--- src/rtl/ff_pkg.sv ---
// Shared defaults and helpers for the elastic register pipeline.
package ff_pkg;

  localparam int unsigned DefWidth = 8;
  localparam int unsigned DefDepth = 2;

  // Bits needed to hold a count of 0..depth valid stages.
  function automatic int unsigned ff_cnt_w(input int unsigned depth);
    return $clog2(depth + 1);
  endfunction

endpackage

--- src/rtl/ff_pipe_stage.sv ---
// One elastic stage: a valid/data register that loads whenever it is empty or
// the stage after it is draining, so bubbles collapse under a stall.
module ff_pipe_stage #(
  parameter int unsigned WIDTH = 8
) (
  input  logic             clk,
  input  logic             rst,
  input  logic             flush,
  input  logic             prev_valid,
  input  logic [WIDTH-1:0] prev_data,
  input  logic             next_ready,
  output logic             ready,
  output logic             valid,
  output logic [WIDTH-1:0] data
);

  assign ready = !valid || next_ready;

  // Stage register: flush drops the valid only, data is left untouched.
  always_ff @(posedge clk or posedge rst) begin
    if (rst) begin
      valid <= 1'b0;
      data  <= '0;
    end else if (flush) begin
      valid <= 1'b0;
    end else if (ready) begin
      valid <= prev_valid;
      if (prev_valid) begin
        data <= prev_data;
      end
    end
  end

endmodule

--- src/rtl/ff_pipe.sv ---
// DEPTH-stage elastic register pipeline with valid/ready handshake, flush,
// per-stage taps and an occupancy count.
module ff_pipe
  import ff_pkg::*;
#(
  parameter int unsigned WIDTH = DefWidth,
  parameter int unsigned DEPTH = DefDepth
) (
  input  logic                        clk,
  input  logic                        rst,
  input  logic [WIDTH-1:0]            in_data,
  input  logic                        in_valid,
  output logic                        in_ready,
  output logic [WIDTH-1:0]            out_data,
  output logic                        out_valid,
  input  logic                        out_ready,
  input  logic                        flush,
  output logic [DEPTH*WIDTH-1:0]      tap_data,
  output logic [DEPTH-1:0]            tap_valid,
  output logic [ff_cnt_w(DEPTH)-1:0]  count
);

  localparam int unsigned CntW = ff_cnt_w(DEPTH);

  if (DEPTH < 1) begin : g_bad_depth
    $error("ff_pipe: DEPTH must be at least 1");
  end

  // Index 0 is the input side; index i+1 is the output of stage i.
  logic [DEPTH:0]   v_chain;
  logic [WIDTH-1:0] d_chain [DEPTH+1];
  // rdy[DEPTH] is the downstream consumer; rdy[i] is stage i accepting.
  logic [DEPTH:0]   rdy;

  assign v_chain[0] = in_valid;
  assign d_chain[0] = in_data;
  assign rdy[DEPTH] = out_ready;

  for (genvar i = 0; i < DEPTH; i++) begin : g_stage
    ff_pipe_stage #(
      .WIDTH (WIDTH)
    ) u_stage (
      .clk        (clk),
      .rst        (rst),
      .flush      (flush),
      .prev_valid (v_chain[i]),
      .prev_data  (d_chain[i]),
      .next_ready (rdy[i+1]),
      .ready      (rdy[i]),
      .valid      (v_chain[i+1]),
      .data       (d_chain[i+1])
    );
    assign tap_data[i*WIDTH +: WIDTH] = d_chain[i+1];
  end

  // Combinational out_ready -> in_ready path through the ready chain.
  assign in_ready  = rdy[0] && !flush;
  assign out_valid = v_chain[DEPTH];
  assign out_data  = d_chain[DEPTH];
  assign tap_valid = v_chain[DEPTH:1];

  // Occupancy: number of stages holding a valid word.
  always_comb begin
    count = '0;
    for (int i = 0; i < DEPTH; i++) begin
      count = count + CntW'(v_chain[i+1]);
    end
  end

endmodule

--- config.mk ---
export PLATFORM = sky130hd
export DESIGN_NAME = ff_pipe
export DESIGN_NICKNAME = d
export VERILOG_FILES = /design/src/rtl/ff_pkg.sv /design/src/rtl/ff_pipe_stage.sv /design/src/rtl/ff_pipe.sv
export SDC_FILE = /design/constraint.sdc
export NUM_CORES = 1
export LEC_CHECK = 0
export ABC_AREA = 0
export CAP_MARGIN = 15
export CORE_UTILIZATION = 34
export CTS_CLUSTER_DIAMETER = 60
export DETAILED_ROUTE_END_ITERATION = 10
export GPL_TIMING_DRIVEN = 0
export PLACE_DENSITY = 0.75
export SKIP_LAST_GASP = 1
export SYNTH_ARGS = -nofsm -noshare
export SYNTH_HDL_FRONTEND = slang
export SYNTH_SLANG_ARGS = --single-unit
--- constraint.sdc ---
create_clock -name clk -period 1.4 [get_ports clk]
set_input_delay 0.28 -clock clk [delete_from_list [all_inputs] [get_ports clk]]
set_output_delay 0.28 -clock clk [all_outputs]
set_load 0.1 [all_outputs]
==> impl_metrics.ini, run 1 <==
[clock_tree]
cts_tree = done
clk_pin_slew_worst_paths_ns = 0.10
h-tree-depth = 1
cts-buffers-inserted = 3
clk_latency_ns = 0.28
root_buffer = clkbuf_4
clock-sinks = 18
holdBufCountCts = 0
clockBufferDepth = 2

[logic_synthesis]
ys_seq_area_share_pct = 55.3
syn_area_per_cell_um2 = 14.5
syn_area_um2 = 815
ys_warn_count = 0
synth.distinct_cells = 13
syn_nets = 70
synth-seq-cells = 18
synth_cells = 56

[finish]
final_common_cell = buf_4
fill_cells = 196
syn_to_final_growth_pct = 66.5
multiInputGateArea_um2 = 294
seq_area_um2 = 465
final_cells = 134
drive_gt1_share_pct = 73.6
fin_nets = 121
utilization_pct = 60.7
diodes = 0
postLayoutCellArea_um2 = 1360
layout_common_cells = 22 x buf_4, 19 x clkbuf_4, 12 x clkdlybuf4s50_1, 9 x dfrtp_2

[placed_design]
hpwl_um = 1190
placed_area_um2 = 1290
gp_congestion = 0.632
port_buffers = 42
dp.cells = 126

[sta]
finalMaxSlewViolations = 0
hold_viol = 0
relSlewSlack_pct = 55.7
clock.fmax_ghz = 0.605
fin_ws_ns = -0.252
fin_skew_ns = 0.00308
post-route-min-period_ns = 1.65
finalSetupViolCount = 12
grt_setup_unrepaired = yes
worst_pin_slew_ns = 0.664
min_period_over_period_pct = 118

[floorplan]
fp.dieW_um = 50.9
coreArea_um2 = 2230
initial_utilization_pct = 36.5
ios = 43
die_y_um = 50.9
die-area_um2 = 2600
row_count = 17

[detailed_routing]
drt_iter0_markers = 4
finalWirelength_um = 1700
vias = 615
drcViolationCount = 0
drt-wirelength-per-cell_um = 12.7
viasPerCell = 4.59
dr.pass1.iters = 3
ant_nets = 0

[global_route]
antenna_found_initial = 0
grt_max_degree = 19
grt-ovfl-total = 0
grt_pass1_wl_um = 2830
grt_util_all_layers_pct = 15.2
grt_pass1_vias = 654

[outcome]
failed_checks = setup timing
status = finished, violations left

[critical_path]
path_max_fanout = 8
end_kind = flip-flop
arrival_ns = 1.83
crit_type = flip-flop to flip-flop
cp_data_required_time_ns = 1.57
start_kind = flip-flop

[flow_run]
maxCapViolCount = 0

[min_path]
hold_class = input port to asynchronous set/reset pin
registers in the layout, summed over array words and instances (netlist names):
signal	cells
g_stage.u_stage.data	16
g_stage.u_stage.valid	2
synth_stat cells:
| cell type | count | area, um^2 |
|---|---|---|
| and3b_1 | 1 | 8.76 |
| nand3b_1 | 1 | 7.51 |
| ha_1 | 1 | 12.5 |
| buf_4 | 10 | 75.1 |
| buf_6 | 1 | 11.3 |
| or3b_1 | 1 | 8.76 |
| dfrtp_1 | 18 | 450 |
| mux2_4 | 8 | 120 |
| nor2_1 | 3 | 11.3 |
| mux2_2 | 8 | 90.1 |
| inv_1 | 2 | 7.51 |
| a21oi_1 | 1 | 5.00 |
| nand2b_1 | 1 | 6.26 |
logic make-up after synthesis:
group	Yosys count	share of synthesized area (%)
AOI/OAI and AO/OA	1	0.614
adders and majority gates	1	1.54
buffers and inverters	13	11.5
DFF	18	55.3
muxes	16	25.8
and+or+nand+nor	7	5.22
through the flow:
| step | setup TNS, ns | hold slack, ns | setup slack (ns) |
|---|---|---|---|
| finish | -2.77 | 0.396 | -0.252 |
| global route | -3.68 | 0.455 | -0.294 |
| CTS | -3.31 | 0.414 | -0.297 |
| detailed placement | -21.07 | 0.518 | -1.06 |
| global placement | -20.33 | 0.511 | -1.05 |
| floorplan | -4.31 | 0.218 | -0.416 |
worst max-delay path, cell delays in order, from the launching register on:
cell and delay [ns]:
dfrtp_4 0.50, and3b_2 0.24, or3b_4 0.48, mux2_4 0.33
worst paths after layout:
kind / start / cells past startpoint / to / slack, ns
hold reg to reg: g_stage[1].u_stage.data[7]$_DFFE_PP0P_ / 1 / g_stage[1].u_stage.data[7]$_DFFE_PP0P_ / 0.54
min in group clk: g_stage[1].u_stage.data[7]$_DFFE_PP0P_ / 1 / g_stage[1].u_stage.data[7]$_DFFE_PP0P_ / 0.54
setup / recovery: g_stage[1].u_stage.valid$_DFFE_PP0P_ / 3 / g_stage[0].u_stage.data[0]$_DFFE_PP0P_ / -0.25
hold / removal: rst / 2 / g_stage[0].u_stage.data[4]$_DFFE_PP0P_ / 0.40
setup reg to reg: g_stage[1].u_stage.valid$_DFFE_PP0P_ / 3 / g_stage[0].u_stage.data[0]$_DFFE_PP0P_ / -0.25
max in group asynchronous: rst / 2 / g_stage[1].u_stage.valid$_DFFE_PP0P_ / 0.52
area by class of cell:
class,count,share of cell area [%]
repair buffers,47,33.4
plain buffers,10,5.54
multi-input cells,25,21.7
flip-flops and latches,18,34.3
well taps,28,2.58
inverters,2,0.554
clock buffers,4,1.94
layer usage:
metal | wire length [um] | global-route usage (%) | part of all wire, %
met3 | 140 | 3.87 | 8.2
met5 | 0 | 0 | 0
met4 | 7 | 5.56 | 0.41
met2 | 895 | 27.0 | 53
met1 | 659 | 17.3 | 39
repair_timing:
item                                    4_1_cts  5_1_grt
gates resized for setup                     175       27
setup buffers                                 5        0
endpoints found under the hold margin         0        0
pin swaps                                     1        0
endpoints found under the setup margin       46       38
Power of run 1 is left out: the tool's default activity adds up to more than one toggle a clock period on the data nets, which glitch-free logic cannot reach.
==> run 2: changes to the inputs <==
--- a/config.mk
+++ b/config.mk
@@ -5,13 +5,13 @@
 export SDC_FILE = /design/constraint.sdc
 export NUM_CORES = 1
 export LEC_CHECK = 0
-export ABC_AREA = 0
+export ABC_AREA = 1
 export CAP_MARGIN = 15
-export CORE_UTILIZATION = 34
+export CORE_UTILIZATION = 35
 export CTS_CLUSTER_DIAMETER = 60
 export DETAILED_ROUTE_END_ITERATION = 10
 export GPL_TIMING_DRIVEN = 0
-export PLACE_DENSITY = 0.75
+export PLACE_DENSITY = 0.76
 export SKIP_LAST_GASP = 1
 export SYNTH_ARGS = -nofsm -noshare
 export SYNTH_HDL_FRONTEND = slang
==> run 2 against run 1 <==
The run still ends with setup timing left. Global-route usage about the same. First-iteration DRC count up 100%. Worst setup slack better by 0.086 ns. Worst hold slack worse by 0.035 ns. Clock skew down 0.0011 ns. Critical endpoint is now count[0].
==> impl_metrics.ini, run 2 <==
[sta]
fin_ws_ns = -0.166
relSlewSlack_pct = 56.1
fin_skew_ns = 0.00199
whs_ns = 0.361
grt_setup_unrepaired = yes
min_period_over_period_pct = 112
finalMaxSlewViolations = 0
worst_pin_slew_ns = 0.658
clock.fmax_ghz = 0.639
post-route-min-period_ns = 1.57
hold_viol = 0
tns_ns = -0.565
finalSetupViolCount = 5

[clock_tree]
clockBufferDepth = 2
holdBufCountCts = 0
h-tree-depth = 1
root_buffer = clkbuf_4
cts-buffers-inserted = 3
cts_tree = done
clk_pin_slew_worst_paths_ns = 0.10
clk_latency_ns = 0.30
clock-sinks = 18

[placed_design]
port_buffers = 42
hpwl_um = 1360
gp_congestion = 0.721
dp_slack_ns = -1.15

[finish]
fin_nets = 155
reg.largest.list = g_stage.u_stage.data: 16 flops, g_stage.u_stage.valid: 2 flops
final_common_cell = nand2_1
largest_register_ffs = 16
top_register = g_stage.u_stage.data
syn_to_final_growth_pct = 64.1
utilization_pct = 61.8
drive_gt1_share_pct = 47.1
diodes = 0
layout_common_cells = 32 x nand2_1, 28 x buf_4, 16 x nand3_1, 11 x clkdlybuf4s50_1

[global_route]
grt_pass1_vias = 682
grt_pass1_wl_um = 2930
antenna_found_initial = 0
grt-ovfl-total = 0
grt_util_all_layers_pct = 15.2
grt_max_degree = 19

[logic_synthesis]
syn_nets = 107
ys_warn_count = 0
synth_cells = 93
yosysTopAreaCellShare_pct = 53.6
synth-edff-count = 0
syn_area_per_cell_um2 = 9.04
synth_top_cell_by_area = dfrtp_1
synth_ff_type = dfrtp_1
ys_seq_area_share_pct = 53.6
synth.distinct_cells = 12
synth_most_common_cell = nand2_1
synth_area_leaders = dfrtp_1 54%, nand2_1 15%, nand3_1 9.5%
ys_async_sr_fraction_pct = 100
syn_area_um2 = 841
synth-seq-cells = 18
yosys-top-cells-count = 33 x nand2_1, 18 x dfrtp_1, 16 x nand3_1

[detailed_routing]
viasPerCell = 4.54
finalWirelength_um = 1830
dr.pass1.iters = 4
drt_iter0_markers = 8
ant_nets = 0
vias = 763
drt-wirelength-per-cell_um = 10.9
drcViolationCount = 0

[floorplan]
fp.dieW_um = 51.0
row_count = 17
die-area_um2 = 2600
initial_utilization_pct = 37.6
ios = 43
die_y_um = 51.0
coreArea_um2 = 2230

[critical_path]
reg2reg_depth = 5
crit_type = flip-flop to output pin
rr_startpoint = g_stage[1].u_stage.valid$_DFFE_PP0P_
crit_chain = ha_4 > buf_12
arrival_ns = 1.29
r2r_slack_ns = 0.20
cp-startpoint = g_stage[1].u_stage.valid$_DFFE_PP0P_
end_kind = output pin
cp_data_required_time_ns = 1.12
cp_num_cells = 2
cp_top_family = flip-flops
path_max_fanout = 4
endpoint = count[0]
reg2reg_to = g_stage[1].u_stage.data[0]$_DFFE_PP0P_
critPathSlowestCell = dfrtp_4
start_kind = flip-flop
slowest_delay_ns = 0.53
critical_path_buf_inv_count = 1

[power_and_ir_drop]
peakVddDrop_mv = 1.23
power.density_nw_per_um2 = 1830
p_leak_uw = 0.000704

[min_path]
hold_class = input port to asynchronous set/reset pin

[outcome]
failed_checks = setup timing
status = finished, violations left

[flow_run]
maxCapViolCount = 0
run 2: cell types whose count changed after synthesis, sizes merged, moves of 4 or more:
cell	before	now
mux2	16	0
nand3	0	17
inv	2	6
nand2	0	36
run 2: report_power, final:
| group | leakage [uW] | internal (uW) | switching [uW] |
|---|---|---|---|
| Clock | 0.0000210 | 159 | 165 |
| Sequential | 0.000215 | 611 | 73.5 |
| Combinational | 0.000468 | 332 | 1180 |
run 2: worst min-delay path by stage:
stage | startpoint | endpoint | slack [ns]
3_3_place_gp | g_stage[1].u_stage.data[7]$_DFFE_PP0P_ | g_stage[1].u_stage.data[7]$_DFFE_PP0P_ | 0.48
6_report | rst | g_stage[1].u_stage.data[1]$_DFFE_PP0P_ | 0.36
5_1_grt | rst | g_stage[0].u_stage.data[2]$_DFFE_PP0P_ | 0.46
3_5_place_dp | g_stage[1].u_stage.data[4]$_DFFE_PP0P_ | g_stage[1].u_stage.data[4]$_DFFE_PP0P_ | 0.48
2_1_floorplan | rst | g_stage[0].u_stage.data[0]$_DFFE_PP0P_ | 0.22
4_1_cts | rst | g_stage[0].u_stage.data[2]$_DFFE_PP0P_ | 0.38
run 2: kinds of logic (layout without fill, tap and decap cells):
family          Yosys count  in the layout  share of synthesized area [%]
compound gates            2              2                           1.19
fa+ha+maj                 1              1                           1.49
buf+inv                  17             64                           12.2
flops                    18             18                           53.6
simple gates             55             55                           31.5
run 2: metrics by stage:
stage                     instances  power (uW)  cell area, um^2
final                           168        2520             1380
after global routing            168        2600             1380
after CTS                       167        2500             1340
after detailed placement        163        2220             1340
after global placement          163        2210             1340
after floorplan                  93        1890              882
run 2: layout make-up:
type / instances / area (um^2)
Buffer: 10 / 78.8
Fill cell: 189 / 853
Timing Repair Buffer: 44 / 423
Multi-Input combinational cell: 58 / 315
Clock buffer: 4 / 36.3
Tap cell: 28 / 35.0
Inverter: 6 / 26.3
Sequential cell: 18 / 465
run 2: routing by layer:
metal | part of all wire, % | wire length (um) | GRT usage (%)
met1 | 40 | 732 | 18.6
met2 | 51 | 939 | 25.9
met3 | 6.9 | 127 | 2.68
met4 | 1.7 | 31 | 6.94
met5 | 0 | 0 | 0
run 2: timing repair:
action                     CTS  global route
pin swaps                    1             0
gates resized for setup    190            10
setup buffers                1             1
setup endpoints to repair   30            13
Power figures use the tool's default switching activity.
==> run 3: changes to the inputs <==
--- a/config.mk
+++ b/config.mk
@@ -8,7 +8,7 @@
 export ABC_AREA = 1
 export CAP_MARGIN = 15
 export CORE_UTILIZATION = 35
-export CTS_CLUSTER_DIAMETER = 60
+export CTS_CLUSTER_DIAMETER = 30
 export DETAILED_ROUTE_END_ITERATION = 10
 export GPL_TIMING_DRIVEN = 0
 export PLACE_DENSITY = 0.76
==> results of run 3 <==
No change in the layout: final DEF, timing and power equal those of run 2.
